**src/rtl/fir_pkg.sv**
```systemverilog
// Shared definitions for the FIR datapath: data width, saturation value and
// the accumulation controller state encoding.
package fir_pkg;

  localparam int          DW      = 16;
  localparam logic [15:0] SAT_MAX = 16'hFFFF;

  typedef enum logic {
    ST_ACCUM = 1'b0,
    ST_HOLD  = 1'b1
  } state_t;

endpackage

```
**src/rtl/fir_accum_ctrl.sv**
```systemverilog
// Accumulation stage of the FIR datapath: sums TAPS product words through the
// external adder, saturates on carry-out, and hands each result downstream.
module fir_accum_ctrl
  import fir_pkg::*;
#(
  parameter int TAPS = 8,
  parameter int CW   = 8
) (
  input  logic          clk,
  input  logic          rst,
  input  logic          clr,
  input  logic [DW-1:0] in_data,
  input  logic          in_valid,
  output logic          in_ready,
  output logic [DW-1:0] add_a,
  output logic [DW-1:0] add_b,
  output logic          add_cin,
  input  logic [DW-1:0] add_s,
  input  logic          add_cout,
  output logic [DW-1:0] out_data,
  output logic          out_valid,
  input  logic          out_ready,
  output logic          out_ovf
);

  state_t        r_state;
  logic [CW-1:0] r_cnt;
  logic [DW-1:0] r_acc;
  logic          r_ovf;
  logic [DW-1:0] r_out_data;
  logic          r_out_valid;
  logic          r_out_ovf;

  logic          w_in_accum;
  logic          w_accept;
  logic          w_last;
  logic [DW-1:0] w_sum_sat;

  // clr outranks acceptance: a word offered alongside clr is dropped.
  assign w_in_accum = (r_state == ST_ACCUM);
  assign w_accept   = w_in_accum && in_valid && !clr;
  assign w_last     = (r_cnt == CW'(TAPS - 1));
  assign w_sum_sat  = add_cout ? SAT_MAX : add_s;

  assign in_ready  = w_in_accum;
  assign add_a     = r_acc;
  assign add_b     = in_data;
  assign add_cin   = 1'b0;
  assign out_data  = r_out_data;
  assign out_valid = r_out_valid;
  assign out_ovf   = r_out_ovf;

  // NOTE: sequential state uses non-blocking assignments so every register
  // samples the pre-edge values of its neighbours, independent of block order.
  always_ff @(posedge clk or posedge rst) begin
    if (rst) begin
      r_state <= ST_ACCUM;
      r_cnt   <= '0;
    end else begin
      case (r_state)
        ST_ACCUM: begin
          if (clr) begin
            r_cnt <= '0;
          end else if (w_accept) begin
            if (w_last) begin
              r_cnt   <= '0;
              r_state <= ST_HOLD;
            end else begin
              r_cnt <= r_cnt + CW'(1);
            end
          end
        end
        ST_HOLD: begin
          if (r_out_valid && out_ready) r_state <= ST_ACCUM;
        end
        default: r_state <= ST_ACCUM;
      endcase
    end
  end

  always_ff @(posedge clk or posedge rst) begin
    if (rst) begin
      r_acc       <= '0;
      r_ovf       <= 1'b0;
      r_out_data  <= '0;
      r_out_valid <= 1'b0;
      r_out_ovf   <= 1'b0;
    end else begin
      if (w_in_accum) begin
        if (clr) begin
          r_acc <= '0;
          r_ovf <= 1'b0;
        end else if (w_accept) begin
          if (w_last) begin
            r_out_data  <= w_sum_sat;
            r_out_ovf   <= r_ovf | add_cout;
            r_out_valid <= 1'b1;
            r_acc       <= '0;
            r_ovf       <= 1'b0;
          end else begin
            r_acc <= w_sum_sat;
            r_ovf <= r_ovf | add_cout;
          end
        end
      end else if (r_out_valid && out_ready) begin
        r_out_valid <= 1'b0;
      end
    end
  end

endmodule
```
**config.mk**
```make
export PLATFORM = sky130hd
export DESIGN_NAME = fir_accum_ctrl
export DESIGN_NICKNAME = d
export VERILOG_FILES = /design/src/rtl/fir_pkg.sv /design/src/rtl/fir_accum_ctrl.sv
export SDC_FILE = /design/constraint.sdc
export NUM_CORES = 1
export LEC_CHECK = 0
export BUFFER_PORTS_ARGS = -buffer_cell sky130_fd_sc_hd__buf_2
export CAP_MARGIN = 5
export CORE_MARGIN = 2
export CORE_UTILIZATION = 50
export CTS_CLUSTER_SIZE = 8
export DETAILED_ROUTE_END_ITERATION = 6
export PLACE_DENSITY = 0.95
export SYNTH_ARGS = -nofsm -noshare
export SYNTH_HDL_FRONTEND = slang
export SYNTH_SLANG_ARGS = --single-unit
```
**constraint.sdc**
```tcl
create_clock -name clk -period 3.2 [get_ports clk]
set_input_delay 0.32 -clock clk [delete_from_list [all_inputs] [get_ports clk]]
set_output_delay 0.32 -clock clk [all_outputs]
set_load 0.005 [all_outputs]
```
==> results.ini <==
[cts]
tritoncts=done
postCtsSetupBuffers=0
cts-root-buf=clkbuf_8
cts_sinks=44
cts.htree.levels=2
path_clk_slew_ns=0.08
cts_hold_buf=0
cts_buffer_depth=2
insertion_delay_ns=0.30
cts_resized=0
cts_buffers=5

[yosys]
avgSynthCellArea_um2=9.451
synth-seq-cells=44
synth_top_area_share_pct=56.56
synth_flop_cell=dfrtp_1
yosys_warnings=0
ys_seq_area_share_pct=56.56
synth_nets=246
ys_top_cells_by_area=dfrtp_1 57%, o21ai_0 9.8%, nand2_1 8.7%
synth.distinct_cells=28
synth_area_leader_cell=dfrtp_1
synthCells=206
synth-async-reset-ratio_pct=100.0
synth_area_mm2=0.001947
synth_edf_count=0

[sta]
rsz0062_at_grt=false
worst_pin_slew_ns=0.5929
setup-violations-final=0
fmax_mhz=479.1
clock_skew_ns=0.007624
slew_violations=0
max-slew-margin-rel_pct=60.36
whs_ns=0.1368
fin_crit_ns=2.087
finalCritPeriodShare_pct=65.23
hold_viol=0
worst_slack_ns=1.113
tns_ns=0

[power]
internal-power_mw=0.8402
power.density_mw_per_mm2=483.6
p_sw_mw=0.2435
peakVddDrop_v=0.0004482
p_seq_share_pct=54.0
swShare_pct=22.47
clockPowerShare_pct=38.2
combPwrFrac_pct=7.8
p_leak_nw=1.162

[drt]
drt-vias-per-instance=5.150
drt_wl_total_um=3815
first_pass_iters=4
vias=1514
drt.antenna.violating_nets=0
drc=0
drt_iter0_markers=82
avgRoutedWirePerCell_um=12.98

[final_layout]
instances_no_fill=294
layout_common_cells=56 x buf_2, 45 x nand2_1, 44 x dfrtp_1
num-fill-cells=326
antenna_cells=0
layout-drive-gt1-share_pct=28.46
layout_commonest_cell=buf_2
area_growth_pct=15.10
layout.nets=285
final_util_pct=60.30

[floorplan]
dieArea_mm2=0.004409
initial_core_util_pct=52.39
rows=22
die_x_um=66.40
die_y_um=66.40
coreArea_mm2=0.003716
io-pin-count=90

[grt]
grt_use_total_pct=19.73
grt_max_degree=45
grt_pass1_wl_um=6596
antenna_found_initial=0
gr-total-overflow=0
grt_pass1_vias=1478

[worst_setup_path]
worstSetupStartpoint=r_cnt[0]
worstReg2RegStart=r_cnt[0]
rr_worst_depth=6
r2r-end=out_data[8]
crit_type=flip-flop to flip-flop
cp-endpoint=out_data[8]
cp_max_fo=19
critPathCaptureType=flip-flop
required_ns=3.38
critical_path_arrival_ns=2.26
crit_path_start_kind=flip-flop
reg2reg_slack_ns=1.11

[hold_path]
hp-class=primary input to async pin

[place]
gp_congestion=0.8211
dpl.hpwl_um=2705
dp.cells=286
portBuffers=56
post-place-ws_ns=1.108

[run_status]
status=complete, no violations

[job]
cap_violations=0

[power by group through the flow]
| stage | Sequential [mW] | Clock, mW | Combinational, mW |
|---|---|---|---|
| 5_1_grt | 0.588 | 0.441 | 0.0985 |
| 6_report | 0.586 | 0.413 | 0.0847 |
| 2_1_floorplan | 0.597 | 0 | 0.0608 |
| 3_5_place_dp | 0.597 | 0 | 0.0869 |
| 3_3_place_gp | 0.595 | 0 | 0.0846 |
| 4_1_cts | 0.586 | 0.426 | 0.0869 |
[registers in the layout, summed over array words and instances, names as in the netlist]
register and flops:
add_a 16, out_data 16, r_cnt 8, out_ovf 1
out_valid 1, r_ovf 1, r_state 1
[metal layers]
metal / vias up / routed length, µm / track usage, %
met5: - / 0 / 0
met4: 0 / 65 / 8.163
met3: 8 / 231 / 5.963
met2: 43 / 1887 / 31.87
met1: 722 / 1632 / 24.58
li1: 741 / - / -
[logic make-up after synthesis]
family,after synthesis,synth area share (%)
compound gates,51,14.27
other cells,1,0.1926
buf+inv,30,9.640
fa+ha+maj,2,1.285
xor+xnor,1,0.4500
flops,44,56.56
simple gates,77,17.61
[stage by stage]
step	total power, mW	instance area, µm²
finish	1.084	2241
global route	1.127	2241
CTS	1.098	2241
detailed placement	0.6837	2133
global placement	0.6796	2133
floorplan	0.6578	1947
[synth_stat cells, types with 2 or more instances]
| master | instances |
|---|---|
| a21oi_1 | 4 |
| nand2_1 | 45 |
| nor3b_1 | 2 |
| nand3_1 | 3 |
| ha_1 | 2 |
| dfrtp_1 | 44 |
| a31oi_1 | 4 |
| buf_2 | 3 |
| clkbuf_1 | 6 |
| o21ai_0 | 38 |
| buf_4 | 17 |
| inv_1 | 3 |
| nor2_1 | 20 |
[worst min-delay path by stage]
stage,from,to,slack [ns],cells after the start
3_5_place_dp,add_a[13],add_a[13],0.47,2
3_3_place_gp,add_a[9],add_a[9],0.46,2
4_1_cts,rst,out_data[10],0.15,3
6_report,rst,out_data[10],0.14,3
2_1_floorplan,add_a[0],add_a[0],0.47,2
5_1_grt,rst,out_valid,0.19,3
[worst max-delay path, cell delays in order, from the launching register on]
cell     delay [ns]
dfrtp_1        0.44
ha_1           0.23
nor4b_4        0.27
nand3_1        0.49
buf_4          0.38
nand2_1        0.08
o21ai_0        0.07
[area by class of cell]
type                       count  area [µm²]  share of cell area, %
clock buffer                   6       72.57                  3.238
tap                           48       60.06                  2.680
multi-input combinational    132       658.1                  29.37
inverter                       3       11.26                 0.5025
sequential                    44        1101                  49.13
clock inverter                 2       35.03                  1.563
timing repair buffer          59       302.8                  13.51
Power figures use the tool's default switching activity.
